<file path="config.mk">
export PLATFORM = sky130hd
export DESIGN_NAME = ssd_scan_driver
export DESIGN_NICKNAME = d
export VERILOG_FILES = /design/src/rtl/ssd_pkg.sv /design/src/rtl/ssd_scan_driver_decode.sv /design/src/rtl/ssd_scan_driver.sv
export SDC_FILE = /design/constraint.sdc
export NUM_CORES = 1
export LEC_CHECK = 0
export CAP_MARGIN = 10
export CELL_PAD_IN_SITES_DETAIL_PLACEMENT = 0
export CELL_PAD_IN_SITES_GLOBAL_PLACEMENT = 1
export CORE_MARGIN = 2
export CORE_UTILIZATION = 47
export DETAILED_ROUTE_END_ITERATION = 16
export PLACE_DENSITY_LB_ADDON = 0.1
export RECOVER_POWER = 25
export SLEW_MARGIN = 40
export SYNTH_ARGS = -nofsm -noshare
export SYNTH_HDL_FRONTEND = slang
export SYNTH_SLANG_ARGS = --single-unit
</file>
<file path="constraint.sdc">
create_clock -name clk -period 9.78 [get_ports clk]
set_input_delay 1.956 -clock clk [delete_from_list [all_inputs] [get_ports clk]]
set_output_delay 1.956 -clock clk [all_outputs]
set_load 0.005 [all_outputs]
</file>
<file path="src/rtl/ssd_pkg.sv">
// Shared seven-segment constants: active-low {Ca..Cg} glyphs, decode modes and scan phases.
package ssd_pkg;

    localparam logic [6:0] SEG_0     = 7'b0000001;
    localparam logic [6:0] SEG_1     = 7'b1001111;
    localparam logic [6:0] SEG_2     = 7'b0010010;
    localparam logic [6:0] SEG_3     = 7'b0000110;
    localparam logic [6:0] SEG_4     = 7'b1001100;
    localparam logic [6:0] SEG_5     = 7'b0100100;
    localparam logic [6:0] SEG_6     = 7'b0100000;
    localparam logic [6:0] SEG_7     = 7'b0001111;
    localparam logic [6:0] SEG_8     = 7'b0000000;
    localparam logic [6:0] SEG_9     = 7'b0000100;
    localparam logic [6:0] SEG_A     = 7'b0001000;
    localparam logic [6:0] SEG_B     = 7'b1100000;
    localparam logic [6:0] SEG_C     = 7'b0110001;
    localparam logic [6:0] SEG_D     = 7'b1000010;
    localparam logic [6:0] SEG_E     = 7'b0110000;
    localparam logic [6:0] SEG_F     = 7'b0111000;
    localparam logic [6:0] SEG_BLANK = 7'b1111111;
    localparam logic [6:0] SEG_ERR   = SEG_A;

    localparam logic MODE_HEX    = 1'b0;
    localparam logic MODE_ONEHOT = 1'b1;

    typedef enum logic {
        PH_BLANK = 1'b0,
        PH_SHOW  = 1'b1
    } phase_e;

    function automatic logic [6:0] hex_glyph(input logic [3:0] nib);
        case (nib)
            4'h0: hex_glyph = SEG_0;
            4'h1: hex_glyph = SEG_1;
            4'h2: hex_glyph = SEG_2;
            4'h3: hex_glyph = SEG_3;
            4'h4: hex_glyph = SEG_4;
            4'h5: hex_glyph = SEG_5;
            4'h6: hex_glyph = SEG_6;
            4'h7: hex_glyph = SEG_7;
            4'h8: hex_glyph = SEG_8;
            4'h9: hex_glyph = SEG_9;
            4'hA: hex_glyph = SEG_A;
            4'hB: hex_glyph = SEG_B;
            4'hC: hex_glyph = SEG_C;
            4'hD: hex_glyph = SEG_D;
            4'hE: hex_glyph = SEG_E;
            default: hex_glyph = SEG_F;
        endcase
    endfunction

endpackage

</file>
<file path="src/rtl/ssd_scan_driver_decode.sv">
// Combinational glyph decode: hex on the low nibble, or one-hot bit position -> digit p+1.
module ssd_decode
    import ssd_pkg::*;
(
    input  logic [7:0] data_i,
    input  logic       mode_i,
    output logic [6:0] seg_n_o
);

    always_comb begin
        seg_n_o = SEG_ERR;
        if (mode_i == MODE_HEX) begin
            seg_n_o = hex_glyph(data_i[3:0]);
        end else if (data_i == 8'h00) begin
            seg_n_o = SEG_0;
        end else begin
            for (int p = 0; p < 8; p++) begin
                if (data_i == (8'h01 << p)) seg_n_o = hex_glyph(4'(p + 1));
            end
        end
    end

endmodule

</file>
<file path="src/rtl/ssd_scan_driver.sv">
// Multiplexed common-anode display scanner with blanking interval and frame-aligned double buffering.
module ssd_scan_driver
    import ssd_pkg::*;
#(
    parameter int NUM_DIGITS   = 8,
    parameter int SCAN_DIV     = 100000,
    parameter int BLANK_CYCLES = 1000
) (
    input  logic                    clk,
    input  logic                    Reset_n,
    input  logic                    load,
    input  logic [8*NUM_DIGITS-1:0] digit_data,
    input  logic [NUM_DIGITS-1:0]   digit_mode,
    input  logic [NUM_DIGITS-1:0]   digit_en,
    input  logic [NUM_DIGITS-1:0]   digit_dp,
    output logic [NUM_DIGITS-1:0]   an_n,
    output logic [6:0]              seg_n,
    output logic                    dp_n,
    output logic                    update_pending,
    output logic                    frame_done
);

    localparam int CW = $clog2(SCAN_DIV);
    localparam int IW = (NUM_DIGITS > 1) ? $clog2(NUM_DIGITS) : 1;
    localparam logic [CW-1:0] CNT_LAST  = CW'(SCAN_DIV - 1);
    localparam logic [CW-1:0] BLANK_END = CW'(BLANK_CYCLES);
    localparam logic [IW-1:0] IDX_LAST  = IW'(NUM_DIGITS - 1);

    typedef struct packed {
        logic [NUM_DIGITS-1:0][7:0] data;
        logic [NUM_DIGITS-1:0]      mode;
        logic [NUM_DIGITS-1:0]      en;
        logic [NUM_DIGITS-1:0]      dp;
    } buf_t;

    logic [CW-1:0]         cnt_q, cnt_d;
    logic [IW-1:0]         idx_q, idx_d;
    phase_e                phase_q, phase_d;
    buf_t                  shadow_q, shadow_d, disp_q, disp_d;
    logic                  pending_q, pending_d, apply;
    logic [NUM_DIGITS-1:0] an_q, an_d;
    logic [6:0]            seg_q, seg_d, dec_seg;
    logic                  dp_q, dp_d, fdone_q, fdone_d;

    always_ff @(posedge clk) begin
        if (!Reset_n) begin
            cnt_q     <= '0;
            idx_q     <= '0;
            phase_q   <= PH_BLANK;
            shadow_q  <= '0;
            disp_q    <= '0;
            pending_q <= 1'b0;
            an_q      <= '1;
            seg_q     <= SEG_BLANK;
            dp_q      <= 1'b1;
            fdone_q   <= 1'b0;
        end else begin
            cnt_q     <= cnt_d;
            idx_q     <= idx_d;
            phase_q   <= phase_d;
            shadow_q  <= shadow_d;
            disp_q    <= disp_d;
            pending_q <= pending_d;
            an_q      <= an_d;
            seg_q     <= seg_d;
            dp_q      <= dp_d;
            fdone_q   <= fdone_d;
        end
    end

    always_comb begin
        cnt_d   = cnt_q + 1'b1;
        idx_d   = idx_q;
        phase_d = phase_q;
        if (cnt_q == CNT_LAST) begin
            cnt_d = '0;
            idx_d = (idx_q == IDX_LAST) ? '0 : idx_q + 1'b1;
        end
        case (phase_q)
            PH_BLANK: if (cnt_d == BLANK_END) phase_d = PH_SHOW;
            PH_SHOW:  if (cnt_d == '0)        phase_d = PH_BLANK;
            default:  phase_d = PH_BLANK;
        endcase
        // A load coinciding with the apply point lands in shadow while the old shadow is shown.
        apply     = (idx_q == '0) && (cnt_q == '0);
        shadow_d  = load ? buf_t'({digit_data, digit_mode, digit_en, digit_dp}) : shadow_q;
        disp_d    = (apply && pending_q) ? shadow_q : disp_q;
        pending_d = load | (pending_q & ~apply);
    end

    ssd_decode u_decode (
        .data_i  (disp_d.data[idx_d]),
        .mode_i  (disp_d.mode[idx_d]),
        .seg_n_o (dec_seg)
    );

    // Output registers are loaded from next state so they line up with cnt/idx in the same cycle.
    always_comb begin
        an_d    = '1;
        seg_d   = SEG_BLANK;
        dp_d    = 1'b1;
        fdone_d = (idx_d == IDX_LAST) && (cnt_d == CNT_LAST);
        if (phase_d == PH_SHOW && disp_d.en[idx_d]) begin
            an_d[idx_d] = 1'b0;
            seg_d       = dec_seg;
            dp_d        = ~disp_d.dp[idx_d];
        end
    end

    assign an_n           = an_q;
    assign seg_n          = seg_q;
    assign dp_n           = dp_q;
    assign frame_done     = fdone_q;
    assign update_pending = pending_q;

endmodule

</file>
==> results of run 1 <==
==> cell usage after synthesis (8+ instances only) <==
| cell type | n |
|---|---|
| and2_1 | 33 |
| mux2_2 | 19 |
| nand3_1 | 27 |
| inv_1 | 15 |
| buf_1 | 13 |
| a21oi_1 | 11 |
| ha_1 | 10 |
| o21ai_0 | 20 |
| xnor2_1 | 8 |
| clkbuf_1 | 41 |
| a21boi_0 | 28 |
| dfxtp_1 | 215 |
| xor2_1 | 12 |
| buf_2 | 8 |
| nand2_1 | 100 |
| nor2_1 | 31 |
| and3_1 | 12 |
| a22oi_1 | 10 |
| mux2i_1 | 134 |
| nor3_1 | 17 |
| nand4_1 | 10 |
| nor2b_1 | 133 |
==> report_power, final <==
group / internal, mW / total (mW) / switching, mW
Clock: 0.509 / 0.852 / 0.343
Combinational: 0.104 / 0.195 / 0.0912
Sequential: 0.908 / 0.926 / 0.0183
==> worst paths after layout <==
| check | start | to | slack [ns] |
|---|---|---|---|
| max | Reset_n | disp_q[35]$_SDFF_PN0_ | 3.14 |
| min | shadow_q[66]$_SDFFE_PN0P_ | disp_q[66]$_SDFF_PN0_ | 0.47 |
| max reg2reg | idx_q[0]$_SDFF_PN0_ | seg_n[1]$_SDFF_PN1_ | 4.27 |
| min reg2reg | shadow_q[66]$_SDFFE_PN0P_ | disp_q[66]$_SDFF_PN0_ | 0.47 |
==> per-stage QoR <==
step / total power, mW / hold slack [ns] / utilization [%]
after global routing: 2.053 / 0.4989 / 57.00
final: 1.974 / 0.4694 / 57.00
after floorplan: 1.067 / 0.4365 / -
after global placement: 1.138 / 0.4511 / 53.29
after detailed placement: 1.139 / 0.4572 / 53.41
after CTS: 1.995 / 0.4668 / 56.97
==> area by class of cell <==
class / count / area, um2
clock buffer: 33 / 643.1
clock inverter: 8 / 97.59
fill: 1914 / 8954
inverter: 15 / 56.30
multi-input combinational: 736 / 5276
sequential: 215 / 4304
tap: 275 / 344.1
timing repair buffer: 118 / 1147
==> registers in the layout, indices dropped and copies added (netlist names) <==
name	count
disp_q	88
shadow_q	88
cnt_q	17
an_n	8
seg_n	7
idx_q	3
dp_n	1
frame_done	1
phase_q	1
update_pending	1
==> layer usage <==
| metal | vias to the layer above | GRT usage (%) |
|---|---|---|
| li1 | 3779 | - |
| met4 | 0 | 4.857 |
| met3 | 33 | 3.028 |
| met5 | - | 0 |
| met1 | 3439 | 31.92 |
| met2 | 150 | 34.22 |
==> logic make-up (layout without fill, tap and decap cells) <==
kind of cell               Yosys count  after routing  share of synthesized area [%]
and+or+nand+nor                    406            406                          22.54
muxes                              154            154                          15.98
AOI/OAI and AO/OA                  145            145                          11.24
buffers and inverters               81            174                          3.486
xor gates and xnor gates            20             20                          1.775
DFF                                215            215                          43.61
adders and majority gates           11             11                          1.369
==> layout by cell type, fill, tap and decap left out, types with 8 or more instances in the layout <==
cell type        instances
clkdlybuf4s50_1        106
xor2_1                  12
clkbuf_16               23
and3_1                  12
a21oi_1                 11
nor2b_1                133
a21boi_0                28
a22oi_1                 10
buf_4                    9
ha_1                    10
inv_1                   15
nor3_1                  16
clkbuf_1                 9
mux2i_1                134
nor2_1                  30
nand3_1                 26
xnor2_1                  8
and2_1                  30
nand2_1                100
o21ai_0                 19
nand4_1                 10
mux2_2                  19
dfxtp_1                215
==> critical path: cells and delay by family <==
family,cells,cell delay [ns]
buffers and inverters,2,4.62
and+or+nand+nor,1,0.39
==> flow_metrics.env, run 1 <==
export IMPL_hp_class="flip-flop to flip-flop"
export IMPL_finalSetupViolations=0
export IMPL_drt_iter0_markers=386
export IMPL_synth_area_leaders="dfxtp_1, mux2i_1, nor2b_1"
export IMPL_syn_area_um2=9871
export IMPL_critical_path_class="input port to flip-flop"
export IMPL_finalSetupTns_ns=0
export IMPL_post_cts_buffers=0
export IMPL_drive_gt1_share_pct=9.067
export IMPL_nets=1210
export IMPL_hpwl_um=16630
export IMPL_cts_buffers=23
export IMPL_ys_flop_type="dfxtp_1"
export IMPL_status="finished with violations"
export IMPL_syn_inst=1032
export IMPL_first_global_vias=7116
export IMPL_synth_top_area_share_pct=43.61
export IMPL_met1_length_um=12140
export IMPL_core_region_area_um2=20820
export IMPL_synth_top_cell_by_area="dfxtp_1"
export IMPL_critical_path_required_ns=10.21
export IMPL_grt_pass1_wl_um=38630
export IMPL_hold_depth=2
export IMPL_met3_wirelength_um=1045
export IMPL_fin_crit_ns=6.643
export IMPL_cap_violations=2
export IMPL_fin_area_um2=11870
export IMPL_grt_total_usage_pct=21.80
export IMPL_drt_pass1_iter_count=5
export IMPL_cts_resized_gates=0
export IMPL_synth_fp_nets=1133
export IMPL_cts_clk_slew_worst_paths_ns=0.06
export IMPL_grt_max_degree=124
export IMPL_wl_per_cell_um=17.34
export IMPL_pre_cts_ws_ns=4.380
export IMPL_finalHoldViolations=0
export IMPL_critPathSlowestCell="clkbuf_1"
export IMPL_antenna_left=0
export IMPL_die_h_um=148.9
export IMPL_cp_end_kind="flip-flop"
export IMPL_wl_met2_um=10630
export IMPL_yosys_warnings=0
export IMPL_highest_signal_layer="met4"
export IMPL_cts_path_max_buffers=3
export IMPL_grt_setup_unrepaired="false"
export IMPL_fin_cells=1400
export IMPL_cpPeakStageDelay_ns=2.95
export IMPL_start_util_pct=47.40
export IMPL_hold_buffers=0
export IMPL_cts_sinks=215
export IMPL_fmax_mhz=150.5
export IMPL_violations="max-capacitance violations, max-slew violations"
export IMPL_cp_common_cell="clkbuf_1"
export IMPL_slew_headroom_pct=-171.1
export IMPL_p_per_area_nw_per_um2=166.3
export IMPL_finalWorstSetupSlack_ns=3.137
export IMPL_overflow=0
export IMPL_vias_per_cell=5.286
export IMPL_async_reset_ff_share_pct=0
export IMPL_numPortBuffers=108
export IMPL_p_leak_nw=4.820
export IMPL_clk_latency_ns=0.51
export IMPL_synth_cell_type_count=67
export IMPL_worst_pin_slew_ns=4.067
export IMPL_drt_wl_total_um=24270
export IMPL_avgSynthCellArea_um2=9.565
export IMPL_drc=0
export IMPL_worstPathMaxFanout=123
export IMPL_worst_setup_path_start_kind="input port"
export IMPL_via_count=7401
export IMPL_ctsHtreeMaxLevel=1
export IMPL_slew_violations=191
export IMPL_ys_seq_area_share_pct=43.61
export IMPL_dp_cells=1359
export IMPL_period_share_pct=67.93
export IMPL_areaGrowthSynthToFinish_pct=20.24
export IMPL_dpl_instance_area_um2=11120
export IMPL_rows=53
export IMPL_final_setup_skew_ns=0.01170
export IMPL_worst_ep_arrival_time_ns=7.07
export IMPL_ys_ff_latch=215
export IMPL_root_buffer="clkbuf_16"
export IMPL_r2r_worst_path_cells=13
export IMPL_synth_edf_count=0
export IMPL_ir_drop_v=0.0001227
export IMPL_die_x_um=148.9
export IMPL_diodes=0
export IMPL_gp_congestion=0.8712
export IMPL_cts_tree="built"
export IMPL_dieArea_um2=22180
export IMPL_top_level_ports=109
export IMPL_antenna_found_initial=0
export IMPL_worstPathCellList="clkbuf_1 > clkbuf_1 > and2_1"
Power figures use the tool's default switching activity.
==> run 2, diff against run 1 <==
--- a/config.mk
+++ b/config.mk
@@ -9,7 +9,7 @@
 export CELL_PAD_IN_SITES_DETAIL_PLACEMENT = 0
 export CELL_PAD_IN_SITES_GLOBAL_PLACEMENT = 1
 export CORE_MARGIN = 2
-export CORE_UTILIZATION = 47
+export CORE_UTILIZATION = 40
 export DETAILED_ROUTE_END_ITERATION = 16
 export PLACE_DENSITY_LB_ADDON = 0.1
 export RECOVER_POWER = 25
==> constraint.sdc (replaced) <==
create_clock -name clk -period 5.9 [get_ports clk]
set_input_delay 1.18 -clock clk [delete_from_list [all_inputs] [get_ports clk]]
set_output_delay 1.18 -clock clk [all_outputs]
set_load 0.005 [all_outputs]
==> run 2 against run 1 <==
Against the previous run: the flow still finishes with violations (max-capacitance violations, max-slew violations); count of clock-buffer cells in the layout is 2 higher; register-to-register slack lost 3.4 ns; die area up 17%; flip-flop and latch count stayed put; non-clock buffer count grew 10.
==> flow_metrics.env, run 2 (synthesized netlist as in run 1, its figures left out) <==
export IMPL_clockPowerShare_pct=44.1
export IMPL_slew_headroom_pct=-165.9
export IMPL_pwr_share_seq_pct=45.9
export IMPL_dpl_instance_area_um2=11250
export IMPL_drt_wl_total_um=25670
export IMPL_hold_depth=2
export IMPL_pwr_share_comb_pct=9.9
export IMPL_worstPathCellList="or4_4 > or4_4 > nor4_2 > nor2_1 > mux4_2 > nand2_1 > nand3_1 > inv_1 > ha_1 > inv_1 > or4_4 > o31ai_1 > or4_1 > o211ai_1"
export IMPL_hold_start="disp_q[25]$_SDFF_PN0_"
export IMPL_ir_drop_v=0.0001483
export IMPL_p_leak_nw=4.890
export IMPL_cap_violations=3
export IMPL_mostFrequentLayoutCells="dfxtp_1, mux2i_1, nor2b_1"
export IMPL_fin_crit_ns=5.033
export IMPL_fin_area_um2=12010
export IMPL_antenna_left=0
export IMPL_hold_buffers=0
export IMPL_hp_class="flip-flop to flip-flop"
export IMPL_vias_per_cell=5.090
export IMPL_switching_share_pct=23.52
export IMPL_cts_tree="built"
export IMPL_slew_violations=199
export IMPL_areaGrowthSynthToFinish_pct=21.69
export IMPL_worstPathMaxFanout=14
export IMPL_overflow=0
export IMPL_largestRegisters="disp_q (88), shadow_q (88), cnt_q (17)"
export IMPL_r2r_worst_path_cells=14
export IMPL_cpPeakStageDelay_ns=0.67
export IMPL_root_buffer="clkbuf_16"
export IMPL_violations="max-capacitance violations, max-slew violations"
export IMPL_nets=1222
export IMPL_die_x_um=161.1
export IMPL_post_cts_buffers=0
export IMPL_pre_cts_ws_ns=0.8832
export IMPL_critPathSlowestCell="or4_4"
export IMPL_finalSetupTns_ns=0
export IMPL_cts_clk_slew_worst_paths_ns=0.06
export IMPL_p_switching_mw=0.7881
export IMPL_grt_setup_unrepaired="false"
export IMPL_p_int_mw=2.563
export IMPL_cp_end_kind="flip-flop"
export IMPL_cts_buffers=25
export IMPL_via_count=7437
export IMPL_ctsHtreeMaxLevel=1
export IMPL_holdPathEnd="disp_q[25]$_SDFF_PN0_"
export IMPL_fillCellCount=2353
export IMPL_status="finished with violations"
export IMPL_p_per_area_nw_per_um2=279.0
export IMPL_worst_ep_arrival_time_ns=5.40
export IMPL_dp_cells=1418
export IMPL_antenna_found_initial=0
export IMPL_grt_pass1_wl_um=40810
export IMPL_critical_path_required_ns=6.27
export IMPL_cts_sinks=215
export IMPL_clk_latency_ns=0.53
export IMPL_cts_resized_gates=0
export IMPL_rows=57
export IMPL_drt_iter0_markers=445
export IMPL_mostFrequentLayoutCell="dfxtp_1"
export IMPL_drive_gt1_share_pct=9.675
export IMPL_gp_congestion=0.8643
export IMPL_numPortBuffers=108
export IMPL_regArea_um2=4304
export IMPL_drc=0
export IMPL_reg2reg_slack_ns=0.87
export IMPL_core_region_area_um2=24250
export IMPL_worst_setup_path_start_kind="flip-flop"
export IMPL_finalHoldViolations=0
export IMPL_period_share_pct=85.30
export IMPL_r2r_end="seg_n[1]$_SDFF_PN1_"
export IMPL_top_level_ports=109
export IMPL_cp_common_cell="or4_4"
export IMPL_start_util_pct=40.71
export IMPL_total_power_mw=3.351
export IMPL_fmax_mhz=198.7
export IMPL_finalWorstSetupSlack_ns=0.8671
export IMPL_cts_path_max_buffers=3
export IMPL_final_setup_skew_ns=0.01381
export IMPL_drt_pass1_iter_count=5
export IMPL_wl_per_cell_um=17.57
export IMPL_hpwl_um=17850
export IMPL_critical_path_class="flip-flop to flip-flop"
export IMPL_grt_total_usage_pct=19.58
export IMPL_grt_max_degree=118
export IMPL_multi_input_area_um2=5254
export IMPL_first_global_vias=7257
export IMPL_diodes=0
export IMPL_finalSetupViolations=0
export IMPL_fin_cells=1461
export IMPL_worst_pin_slew_ns=3.989
export IMPL_dieArea_um2=25950
export IMPL_die_h_um=161.1
export IMPL_r2r_start="cnt_q[11]$_SDFF_PN0_"
run 2: changes by cell type in the layout (fill, tap and decap cells not counted), sizes merged:
cell / before / now
buf: 10 / 17
bufinv: 2 / 1
inv: 15 / 16
clkinv: 3 / 5
clkinvlp: 3 / 1
clkbuf: 35 / 40
run 2: per-stage QoR:
| step | utilization [%] | hold WS [ns] |
|---|---|---|
| 2_1_floorplan | - | 0.4365 |
| 6_report | 49.54 | 0.4666 |
| 3_5_place_dp | 46.39 | 0.4597 |
| 4_1_cts | 49.62 | 0.4658 |
| 5_1_grt | 49.54 | 0.4886 |
| 3_3_place_gp | 46.32 | 0.4483 |
run 2: how the worst max path moves through the flow:
stage                          endpoint            startpoint  slack [ns]  depth (start not counted)
global placement    seg_n[1]$_SDFF_PN1_  cnt_q[11]$_SDFF_PN0_        1.04                         14
global route        seg_n[1]$_SDFF_PN1_   cnt_q[0]$_SDFF_PN0_        0.50                         15
finish              seg_n[1]$_SDFF_PN1_  cnt_q[11]$_SDFF_PN0_        0.87                         14
floorplan           seg_n[1]$_SDFF_PN1_  cnt_q[11]$_SDFF_PN0_        1.29                         20
CTS                 seg_n[1]$_SDFF_PN1_  cnt_q[11]$_SDFF_PN0_        0.89                         14
detailed placement  seg_n[1]$_SDFF_PN1_  cnt_q[11]$_SDFF_PN0_        0.88                         14
run 2: cell type report:
| class | count | area share, % |
|---|---|---|
| clock buffer | 35 | 5.938 |
| clock inverter | 8 | 0.5938 |
| inverter | 15 | 0.4688 |
| multi-input combinational | 736 | 43.74 |
| sequential | 215 | 35.83 |
| tap | 324 | 3.375 |
| timing repair buffer | 128 | 10.05 |
run 2: critical path, delay by kind of cell, from the launching register on:
family | cells | cell delay [ns]
and+or+nand+nor | 8 | 3.02
adders and majority gates | 1 | 0.29
AOI/OAI and AO/OA | 2 | 0.38
muxes | 1 | 0.50
DFF | 1 | 0.38
buffers and inverters | 2 | 0.30
run 2: power by group through the flow:
stage          clock network (mW)  logic, mW  registers, mW
6_report                     1.48      0.333           1.54
3_3_place_gp                    0      0.329           1.57
3_5_place_dp                    0      0.327           1.57
4_1_cts                      1.52      0.329           1.54
5_1_grt                      1.58      0.365           1.54
2_1_floorplan                   0      0.214           1.55
run 2: per-layer routing:
layer / routed length, um / track usage (%)
met5: 0 / 0
met3: 1284 / 3.570
met4: 494 / 5.073
met2: 11130 / 30.53
met1: 12760 / 27.97
==> run 3, diff against run 2 <==
--- a/config.mk
+++ b/config.mk
@@ -10,6 +10,7 @@
 export CELL_PAD_IN_SITES_GLOBAL_PLACEMENT = 1
 export CORE_MARGIN = 2
 export CORE_UTILIZATION = 40
+export CTS_CLUSTER_DIAMETER = 200
 export DETAILED_ROUTE_END_ITERATION = 16
 export PLACE_DENSITY_LB_ADDON = 0.1
 export RECOVER_POWER = 25
==> results of run 3 <==
Final layout, timing and power as in run 2 (identical DEF).
